[src/rtl/o_ptg_m_t2r3_pkg.sv]
// o_ptg_m_t2r3_pkg: shared state codes, header constants and page
// geometry helpers for the Y-bus page transmitter and its monitor.
// Macro O_PTG_YTX_LINE_GAP_EN adds the GAP state code.
package o_ptg_m_t2r3_pkg;

    localparam logic [2:0] HDR_PKT_TYPE_PAGE = 3'b001;
    localparam logic [7:0] HDR_IMG_TYPE_RAW  = 8'h00;

    typedef logic [2:0] ytx_state_t;

    localparam ytx_state_t ST_IDLE = 3'd0;
    localparam ytx_state_t ST_LOAD = 3'd1;
    localparam ytx_state_t ST_XFER = 3'd2;
    localparam ytx_state_t ST_DONE = 3'd3;
`ifdef O_PTG_YTX_LINE_GAP_EN
    localparam ytx_state_t ST_GAP  = 3'd4;
`endif

    // Ratios above 4 are not supported and fall back to no resize.
    function automatic logic [2:0] eff_ratio(input logic [2:0] r);
        return (r > 3'd4) ? 3'd0 : r;
    endfunction

    // Component count including Z; wraps in 3 bits like the register.
    function automatic logic [2:0] comp_num_with_z(
        input logic [2:0] comp,
        input logic       z_exsit,
        input logic [1:0] z_proc
    );
        logic [2:0] cz;
        case (z_proc)
            2'b01:   cz = comp + 3'd1;
            2'b10:   cz = comp;
            default: cz = comp + {2'b00, z_exsit};
        endcase
        return cz;
    endfunction

    // Beats per line: width*cz divided by 2^r, rounded up.
    function automatic logic [17:0] beats_per_line(
        input logic [9:0] width,
        input logic [2:0] cz,
        input logic [2:0] r
    );
        logic [2:0]  re;
        logic [17:0] prod;
        logic [17:0] rnd;
        re   = eff_ratio(r);
        prod = {8'd0, width} * {15'd0, cz};
        rnd  = (18'd1 << re) - 18'd1;
        return (prod + rnd) >> re;
    endfunction

    // Lines per page: height in 32-line units, reduced by 2^r.
    function automatic logic [14:0] lines_per_page(
        input logic [9:0] height,
        input logic [2:0] r
    );
        logic [2:0] re;
        re = eff_ratio(r);
        return {5'd0, height} << (3'd5 - re);
    endfunction

endpackage

[src/rtl/o_ptg_m_t2r3_ytx_if.sv]
// o_ptg_m_t2r3_ytx_if: Y-bus source/sink handshake bundle.
// Ports: tsp (valid), srdyp (ready), data, eol; master = source side.
interface o_ptg_m_t2r3_ytx_if
    import o_ptg_m_t2r3_pkg::*;
#(
    parameter int DW = 64
);

    logic          tsp;
    logic          srdyp;
    logic [DW-1:0] data;
    logic          eol;

    modport master (
        output tsp,
        output data,
        output eol,
        input  srdyp
    );

    modport slave (
        input  tsp,
        input  data,
        input  eol,
        output srdyp
    );

endinterface

[src/rtl/o_ptg_m_t2r3_ytx_skid.sv]
// o_ptg_m_t2r3_ytx_skid: 2-entry registered valid/ready skid buffer.
// Ports: clk, rst_n, flush, in_valid/in_ready/in_data, out_valid/out_ready/out_data.
module o_ptg_m_t2r3_ytx_skid
    import o_ptg_m_t2r3_pkg::*;
#(
    parameter int W = 65
) (
    input  logic         clk,
    input  logic         rst_n,
    input  logic         flush,
    input  logic         in_valid,
    output logic         in_ready,
    input  logic [W-1:0] in_data,
    output logic         out_valid,
    input  logic         out_ready,
    output logic [W-1:0] out_data
);

    logic         out_valid_q;
    logic [W-1:0] out_data_q;
    logic         skid_valid_q;
    logic [W-1:0] skid_data_q;
    logic         in_fire;
    logic         out_load;

    // Ready depends only on local state, so out_ready never
    // reaches in_ready combinationally.
    assign in_ready  = ~skid_valid_q;
    assign in_fire   = in_valid & ~skid_valid_q;
    assign out_load  = ~out_valid_q | out_ready;
    assign out_valid = out_valid_q;
    assign out_data  = out_data_q;

    always_ff @(posedge clk or negedge rst_n) begin
        if (!rst_n) begin
            out_valid_q  <= 1'b0;
            out_data_q   <= '0;
            skid_valid_q <= 1'b0;
            skid_data_q  <= '0;
        end else if (flush) begin
            out_valid_q  <= 1'b0;
            skid_valid_q <= 1'b0;
        end else if (out_load) begin
            if (skid_valid_q) begin
                out_data_q   <= skid_data_q;
                out_valid_q  <= 1'b1;
                skid_valid_q <= 1'b0;
            end else begin
                out_valid_q <= in_fire;
                if (in_fire) begin
                    out_data_q <= in_data;
                end
            end
        end else if (in_fire) begin
            // Output stalled: park the word so in_ready can stay registered.
            skid_data_q  <= in_data;
            skid_valid_q <= 1'b1;
        end
    end

endmodule

[src/rtl/o_ptg_m_t2r3_ytx.sv]
// o_ptg_m_t2r3_ytx: Y-bus page transmitter; start latches page geometry,
// then beats_max*lines_max upstream words are sent over the Y-bus.
// Ports: s_clk, rst_n, start, abort, reg_* geometry, src_valid/src_data/
// src_ready, yif (master), hdr_* header fields, busy, page_done, cfg_err.
// Macro O_PTG_YTX_LINE_GAP_EN inserts one idle GAP cycle between lines.
module o_ptg_m_t2r3_ytx
    import o_ptg_m_t2r3_pkg::*;
#(
    parameter int DW = 64
) (
    input  logic                  s_clk,
    input  logic                  rst_n,
    input  logic                  start,
    input  logic                  abort,
    input  logic [14:5]           reg_page_width,
    input  logic [14:5]           reg_page_height,
    input  logic [2:0]            reg_resize_ratio,
    input  logic [2:0]            reg_img_comp_num,
    input  logic                  reg_z_exsit,
    input  logic [1:0]            reg_z_proc,
    input  logic                  src_valid,
    input  logic [DW-1:0]         src_data,
    output logic                  src_ready,
    o_ptg_m_t2r3_ytx_if.master    yif,
    output logic [7:0]            hdr_img_type,
    output logic [2:0]            hdr_pkt_type,
    output logic [11:0]           hdr_x_cord,
    output logic [11:0]           hdr_y_cord,
    output logic                  busy,
    output logic                  page_done,
    output logic                  cfg_err
);

    ytx_state_t  state_q;
    ytx_state_t  state_d;

    logic [17:0] beats_max_q;
    logic [14:0] lines_max_q;
    logic [2:0]  r_eff_q;
    logic        cfg_err_q;

    logic [17:0] beat_cnt_q;
    logic [14:0] line_cnt_q;
    logic [17:0] in_beat_q;
    logic [14:0] in_line_q;
    logic        in_done_q;

    logic [2:0]  cz;
    logic [17:0] bpl;
    logic [14:0] lpp;
    logic        cfg_bad;

    logic        st_xfer;
    logic        tsp_gate;
    logic        tsp;
    logic        beat_fire;
    logic        out_wrap;
    logic        out_last;
    logic        in_eol;

    logic          sk_in_valid;
    logic          sk_in_ready;
    logic [DW:0]   sk_in_data;
    logic          sk_out_valid;
    logic          sk_out_ready;
    logic [DW:0]   sk_out_data;

    assign cz      = comp_num_with_z(reg_img_comp_num, reg_z_exsit,
                                     reg_z_proc);
    assign bpl     = beats_per_line(reg_page_width, cz, reg_resize_ratio);
    assign lpp     = lines_per_page(reg_page_height, reg_resize_ratio);
    assign cfg_bad = (bpl == 18'd0) || (lpp == 15'd0);

    assign st_xfer = (state_q == ST_XFER);

    // Upstream side: stop taking words once the whole page is in.
    assign src_ready   = st_xfer & ~in_done_q & sk_in_ready;
    assign sk_in_valid = src_valid & src_ready;
    assign in_eol      = (in_beat_q == beats_max_q - 18'd1);
    assign sk_in_data  = {in_eol, src_data};

`ifdef O_PTG_YTX_LINE_GAP_EN
    assign tsp_gate = (state_q != ST_GAP);
`else
    assign tsp_gate = 1'b1;
`endif

    assign tsp          = sk_out_valid & tsp_gate;
    assign sk_out_ready = yif.srdyp & tsp_gate;
    assign beat_fire    = tsp & yif.srdyp;
    assign out_wrap     = (beat_cnt_q == beats_max_q - 18'd1);
    assign out_last     = (line_cnt_q == lines_max_q - 15'd1);

    assign yif.tsp  = tsp;
    assign yif.data = sk_out_data[DW-1:0];
    assign yif.eol  = sk_out_data[DW];

    o_ptg_m_t2r3_ytx_skid #(
        .W (DW + 1)
    ) u_skid (
        .clk       (s_clk),
        .rst_n     (rst_n),
        .flush     (abort),
        .in_valid  (sk_in_valid),
        .in_ready  (sk_in_ready),
        .in_data   (sk_in_data),
        .out_valid (sk_out_valid),
        .out_ready (sk_out_ready),
        .out_data  (sk_out_data)
    );

    always_comb begin
        state_d = state_q;
        case (state_q)
            ST_IDLE: begin
                if (start) begin
                    state_d = ST_LOAD;
                end
            end
            ST_LOAD: begin
                state_d = cfg_bad ? ST_IDLE : ST_XFER;
            end
            ST_XFER: begin
                if (beat_fire && out_wrap) begin
                    if (out_last) begin
                        state_d = ST_DONE;
                    end else begin
`ifdef O_PTG_YTX_LINE_GAP_EN
                        state_d = ST_GAP;
`else
                        state_d = ST_XFER;
`endif
                    end
                end
            end
`ifdef O_PTG_YTX_LINE_GAP_EN
            ST_GAP: begin
                state_d = ST_XFER;
            end
`endif
            ST_DONE: begin
                state_d = ST_IDLE;
            end
            default: begin
                state_d = ST_IDLE;
            end
        endcase
        if (abort && state_q != ST_IDLE) begin
            state_d = ST_IDLE;
        end
    end

    always_ff @(posedge s_clk or negedge rst_n) begin
        if (!rst_n) begin
            state_q   <= ST_IDLE;
            cfg_err_q <= 1'b0;
        end else begin
            state_q   <= state_d;
            cfg_err_q <= (state_q == ST_LOAD) & cfg_bad & ~abort;
        end
    end

    always_ff @(posedge s_clk or negedge rst_n) begin
        if (!rst_n) begin
            beats_max_q <= '0;
            lines_max_q <= '0;
            r_eff_q     <= '0;
        end else if (state_q == ST_LOAD) begin
            beats_max_q <= bpl;
            lines_max_q <= lpp;
            r_eff_q     <= eff_ratio(reg_resize_ratio);
        end
    end

    // Two counter sets: the input side tags eol and stops intake,
    // the output side tracks completed beats for the FSM and header.
    always_ff @(posedge s_clk or negedge rst_n) begin
        if (!rst_n) begin
            beat_cnt_q <= '0;
            line_cnt_q <= '0;
            in_beat_q  <= '0;
            in_line_q  <= '0;
            in_done_q  <= 1'b0;
        end else if (state_q == ST_LOAD || abort) begin
            beat_cnt_q <= '0;
            line_cnt_q <= '0;
            in_beat_q  <= '0;
            in_line_q  <= '0;
            in_done_q  <= 1'b0;
        end else begin
            if (sk_in_valid) begin
                if (in_eol) begin
                    in_beat_q <= '0;
                    if (in_line_q == lines_max_q - 15'd1) begin
                        in_done_q <= 1'b1;
                    end else begin
                        in_line_q <= in_line_q + 15'd1;
                    end
                end else begin
                    in_beat_q <= in_beat_q + 18'd1;
                end
            end
            if (beat_fire) begin
                if (out_wrap) begin
                    beat_cnt_q <= '0;
                    line_cnt_q <= out_last ? 15'd0 : line_cnt_q + 15'd1;
                end else begin
                    beat_cnt_q <= beat_cnt_q + 18'd1;
                end
            end
        end
    end

    assign busy         = (state_q != ST_IDLE);
    assign page_done    = (state_q == ST_DONE);
    assign cfg_err      = cfg_err_q;
    assign hdr_img_type = HDR_IMG_TYPE_RAW;
    assign hdr_pkt_type = busy ? HDR_PKT_TYPE_PAGE : 3'b000;
    assign hdr_x_cord   = 12'd0;
    assign hdr_y_cord   = 12'(line_cnt_q >> (3'd5 - r_eff_q));

endmodule

[src/flat_wrapper.sv]
// flat-port wrapper written by rule: the top's interface ports become plain ports
module o_ptg_m_t2r3_ytx_flat import o_ptg_m_t2r3_pkg::*;
#(
    parameter int DW = 64
)
  (s_clk, rst_n, start, abort, reg_page_width, reg_page_height, reg_resize_ratio, reg_img_comp_num, reg_z_exsit, reg_z_proc, src_valid, src_data, src_ready, hdr_img_type, hdr_pkt_type, hdr_x_cord, hdr_y_cord, busy, page_done, cfg_err, yif_tsp, yif_data, yif_eol, yif_srdyp);
  o_ptg_m_t2r3_ytx_if #(.DW(DW)) yif_i ();
  input  logic s_clk;
  input  logic rst_n;
  input  logic start;
  input  logic abort;
  input  logic [14:5] reg_page_width;
  input  logic [14:5] reg_page_height;
  input  logic [2:0] reg_resize_ratio;
  input  logic [2:0] reg_img_comp_num;
  input  logic reg_z_exsit;
  input  logic [1:0] reg_z_proc;
  input  logic src_valid;
  input  logic [DW-1:0] src_data;
  output logic src_ready;
  output logic [7:0] hdr_img_type;
  output logic [2:0] hdr_pkt_type;
  output logic [11:0] hdr_x_cord;
  output logic [11:0] hdr_y_cord;
  output logic busy;
  output logic page_done;
  output logic cfg_err;
  output wire logic [$bits(yif_i.tsp)-1:0] yif_tsp;
  output wire logic [$bits(yif_i.data)-1:0] yif_data;
  output wire logic [$bits(yif_i.eol)-1:0] yif_eol;
  input wire logic [$bits(yif_i.srdyp)-1:0] yif_srdyp;
  assign yif_tsp = yif_i.tsp;
  assign yif_data = yif_i.data;
  assign yif_eol = yif_i.eol;
  assign yif_i.srdyp = yif_srdyp;
  o_ptg_m_t2r3_ytx #(.DW(DW)) u_core (.s_clk(s_clk), .rst_n(rst_n), .start(start), .abort(abort), .reg_page_width(reg_page_width), .reg_page_height(reg_page_height), .reg_resize_ratio(reg_resize_ratio), .reg_img_comp_num(reg_img_comp_num), .reg_z_exsit(reg_z_exsit), .reg_z_proc(reg_z_proc), .src_valid(src_valid), .src_data(src_data), .src_ready(src_ready), .yif(yif_i), .hdr_img_type(hdr_img_type), .hdr_pkt_type(hdr_pkt_type), .hdr_x_cord(hdr_x_cord), .hdr_y_cord(hdr_y_cord), .busy(busy), .page_done(page_done), .cfg_err(cfg_err));
endmodule
[config.mk]
export PLATFORM = sky130hd
export DESIGN_NAME = o_ptg_m_t2r3_ytx_flat
export DESIGN_NICKNAME = d
export VERILOG_FILES = /design/src/rtl/o_ptg_m_t2r3_pkg.sv /design/src/rtl/o_ptg_m_t2r3_ytx_if.sv /design/src/rtl/o_ptg_m_t2r3_ytx_skid.sv /design/src/rtl/o_ptg_m_t2r3_ytx.sv /design/src/flat_wrapper.sv
export SDC_FILE = /design/constraint.sdc
export NUM_CORES = 1
export LEC_CHECK = 0
export ABC_AREA = 1
export CAP_MARGIN = 10
export CORE_ASPECT_RATIO = 1.75
export CORE_MARGIN = 2
export CORE_UTILIZATION = 35
export CTS_BUF_LIST = sky130_fd_sc_hd__clkbuf_4 sky130_fd_sc_hd__clkbuf_8 sky130_fd_sc_hd__clkbuf_16
export DETAILED_ROUTE_END_ITERATION = 6
export PLACE_DENSITY = 0.55
export SLEW_MARGIN = 20
export SYNTH_ARGS = -nofsm -noshare
export SYNTH_HDL_FRONTEND = slang
export SYNTH_SLANG_ARGS = --single-unit
[constraint.sdc]
create_clock -name s_clk -period 7.9 [get_ports s_clk]
set_clock_uncertainty 0.1 [all_clocks]
set_input_delay 1.58 -clock s_clk [delete_from_list [all_inputs] [get_ports s_clk]]
set_output_delay 1.58 -clock s_clk [all_outputs]
set_load 0.01 [all_outputs]
==> flow_summary_export.csv <==
group,metric,value,unit
run_status,status,"finished, final reports clean",
yosys,synth_cells,2227,
final_layout,n_antenna_cell,0,
sta,maxSlewViolCount,0,
clocking,ctsResizeCount,0,
clocking,clockBufferDepth,3,
flow_run,max_cap_viol_count,0,
final_layout,drive_gt1_share,4.60,%
min_path,holdPathEnd,"u_core.in_done_q",
yosys,post-synth-top-count-cell,"nand2_1",
routing,vias,14400,
sta,worst_pin_slew,0.929,ns
min_path,holdPathStages,2,
setup_path,path_delay_family,"adder cells",
sta,relSlewSlack,37.7,%
setup_path,timing.rr.end,"u_core.line_cnt_q[13]",
setup_path,cp-start-kind,"primary input",
yosys,synth-edff-count,0,
sta,fmax,154,MHz
yosys,yosysWarnings,0,
yosys,yosys-top-cells-count,"nand2_1 (647), o21ai_0 (270), inv_1 (262)",
setup_path,cp.depth,31,
yosys,ys_ff_latch,238,
floorplan,start_util,35.4,%
setup_path,reg2reg_depth,15,
setup_path,regToRegSetupSlack,4.13,ns
clocking,cts-buffers-inserted,25,
sta,rsz0062_at_grt,"false",
floorplan,die_h,286,microns
routing,via_per_inst,4.90,
final_layout,layout.cells.non_filler,2945,
grt,antenna_found_initial,0,
min_path,min_path_type,"flop to flop",
setup_path,reg2reg_from,"u_core.beats_max_q[0]",
setup_path,path_buf_inv,4,
floorplan,dieArea,47300,sq um
sta,hold_viol_final,0,
clocking,cts-root-buf,"clkbuf_16",
yosys,synth_top_area_share,37.4,%
setup_path,cpMostUsedCell,"nand2_1",
floorplan,num_rows,103,
power_and_ir_drop,leakage,9.19,nW
final_layout,area_delta_synth_final,19.1,%
setup_path,startpoint,"reg_z_proc[0]",
yosys,seq_area_frac_synth,37.4,%
sta,min_period,6.50,ns
setup_path,critPathCaptureType,"flop",
floorplan,core-area,45000,sq um
clocking,htreeDepth,1,
routing,wl,43200,microns
floorplan,ios,204,
grt,grt_pass1_vias,14200,
setup_path,crit_type,"primary input to flop",
sta,tns,0,ns
routing,drc,0,
placement,hpwl,32500,microns
yosys,synth.avg_cell_area,7.15,sq um
grt,grt_max_degree,131,
final_layout,final_nets,2508,
clocking,cts_hold_buffers,0,
setup_path,slowest_stage,"fa_1",
clocking,cts_setup_buffers,0,
placement,place_inst,2902,
sta,setup_viol,0,
final_layout,num-fill-cells,4629,
yosys,ys_async_sr_fraction,100,%
clocking,cts_num_sinks,238,
routing,routedWlPerCell,14.7,microns
setup_path,critPathArrivalTime,6.85,ns
floorplan,die_w,165,microns
power_and_ir_drop,p_per_area,296,nW/um^2
sta,finalCritPeriodShare,82.3,%
clocking,cts_tree,"yes",
clocking,clk-insertion-delay-late,0.53,ns
routing,ant_nets,0,
placement,portBuffers,181,
sta,hold_ws,0.374,ns
yosys,yosysTopAreaCell,"dfrtp_1",
power_and_ir_drop,ir_drop,0.188,mV
yosys,ys_top_cells_by_area,"dfrtp_1 (37%), nand2_1 (15%), o21ai_0 (8.5%), inv_1 (6.2%), xor2_1 (5.2%)",
yosys,yosysUniqueCellTypes,55,
clocking,clk_pin_slew_worst_paths,0.06,ns
setup_path,critPathMaxFanout,9,
routing,dr.pass1.iters,5,
setup_path,slowest_delay,0.54,ns
setup_path,cp.required,8.25,ns
routing,first_iter_violations,855,
grt,grt_first_pass_wirelength,70300,microns
grt,grtUsageTotal,18.2,%
yosys,synth_flop_cell,"dfrtp_1",
yosys,syn_area,15900,sq um
grt,gr-total-overflow,0,
min_path,min_from,"u_core.in_done_q",
placement,gp_congestion,0.918,
==> stage by stage <==
step / utilization (%) / setup WS, ns / area (sq um) / total power, mW
final: 42.2 / 1.40 / 19000 / 5.60
after global placement: 40.2 / 0.936 / 18100 / 4.36
after global routing: 42.2 / 1.03 / 19000 / 6.10
after floorplan: - / 1.95 / 16000 / 3.47
after detailed placement: 40.2 / 0.854 / 18100 / 4.40
after CTS: 42.1 / 1.40 / 19000 / 5.68
==> worst register-to-register path: stages, from the launching register on <==
cell and delay [ns]:
dfrtp_1 0.45, inv_1 0.19, ha_1 0.26, nand3_2 0.16, nor2_4 0.17, nand2_2 0.09, nor2_1 0.11, nand2_1 0.07
xor2_1 0.33, or2_2 0.18, nand4_1 0.11, nor2_1 0.37, nand3_2 0.44, nand2_2 0.45, nand2_1 0.10, o21ai_0 0.10
==> cells by family (layout without fill, tap and decap cells) <==
kind of cell / after synthesis / after routing / synth area share, %
DFF: 238 / 238 / 37.4
and+or+nand+nor: 1080 / 1080 / 29.3
other: 2 / 25 / 0.0472
buffers and inverters: 386 / 504 / 9.85
adders and majority gates: 57 / 57 / 5.23
xor gates and xnor gates: 114 / 114 / 6.41
muxes: 7 / 7 / 0.440
AOI/OAI and AO/OA: 343 / 343 / 11.3
==> worst max path at each step <==
stage | endpoint | slack [ns]
finish | u_core.state_q[1] | 1.40
global route | u_core.state_q[1] | 1.03
detailed placement | u_core.state_q[1] | 0.85
floorplan | u_core.state_q[1] | 1.95
global placement | u_core.state_q[1] | 0.94
CTS | u_core.state_q[1] | 1.40
==> power by group <==
group | internal (mW) | switching [mW] | leakage (nW)
registers | 1.52 | 0.237 | 3.17
logic | 1.07 | 1.54 | 5.60
clock network | 0.747 | 0.496 | 0.428
total | 3.34 | 2.27 | 9.19
==> cells in the final DEF (no fill, tap or decap), types with 6 or more instances in the layout <==
cell type          n
ha_1              41
mux2i_1            7
nand2_1          647
dfrtp_1          238
a21oi_1           28
clkbuf_16         25
or2_2             14
clkdlybuf4s50_1  180
xnor2_1           16
nor3b_1           11
nor2_1           153
o22ai_1           19
conb_1            25
o21ai_0          270
nand2_2            7
nor3_1            20
fa_1              16
inv_1            260
nor4_1            11
inv_2              6
nor2_2             6
nand4_1           47
nand3_1          142
clkbuf_8           6
buf_4              7
xor2_1            95
==> sequential cells by signal, summed over array words and instances, names as in the netlist <==
name / cells
u_core.u_skid.out_data: 65
u_core.in_line_q: 15
u_core.state_q: 2
u_core.line_cnt_q: 15
u_core.beat_cnt_q: 18
u_core.in_beat_q: 18
u_core.u_skid.skid_data_q: 65
u_core.cfg_err: 1
u_core.u_skid.skid_valid_q: 1
u_core.u_skid.out_valid: 1
u_core.in_done_q: 1
u_core.beats_max_q: 18
u_core.lines_max_q: 15
u_core.r_eff_q: 3
==> final cells by class <==
class | count | area [sq um] | area share, %
Multi-Input combinational cell | 1626 | 8500 | 44.8
Sequential cell | 238 | 5960 | 31.4
Timing Repair Buffer | 191 | 1910 | 10.1
Inverter | 270 | 1020 | 5.36
Clock buffer | 35 | 738 | 3.89
Tap cell | 577 | 722 | 3.81
Clock inverter | 8 | 121 | 0.640
==> per-layer routing <==
layer / part of all wire, % / global-route usage, %
met1: 40 / 20.4
met2: 52 / 34.6
met3: 4.4 / 2.05
met4: 3.2 / 6.41
met5: 0 / 0
Note: power is estimated with default switching activity, not from simulation.
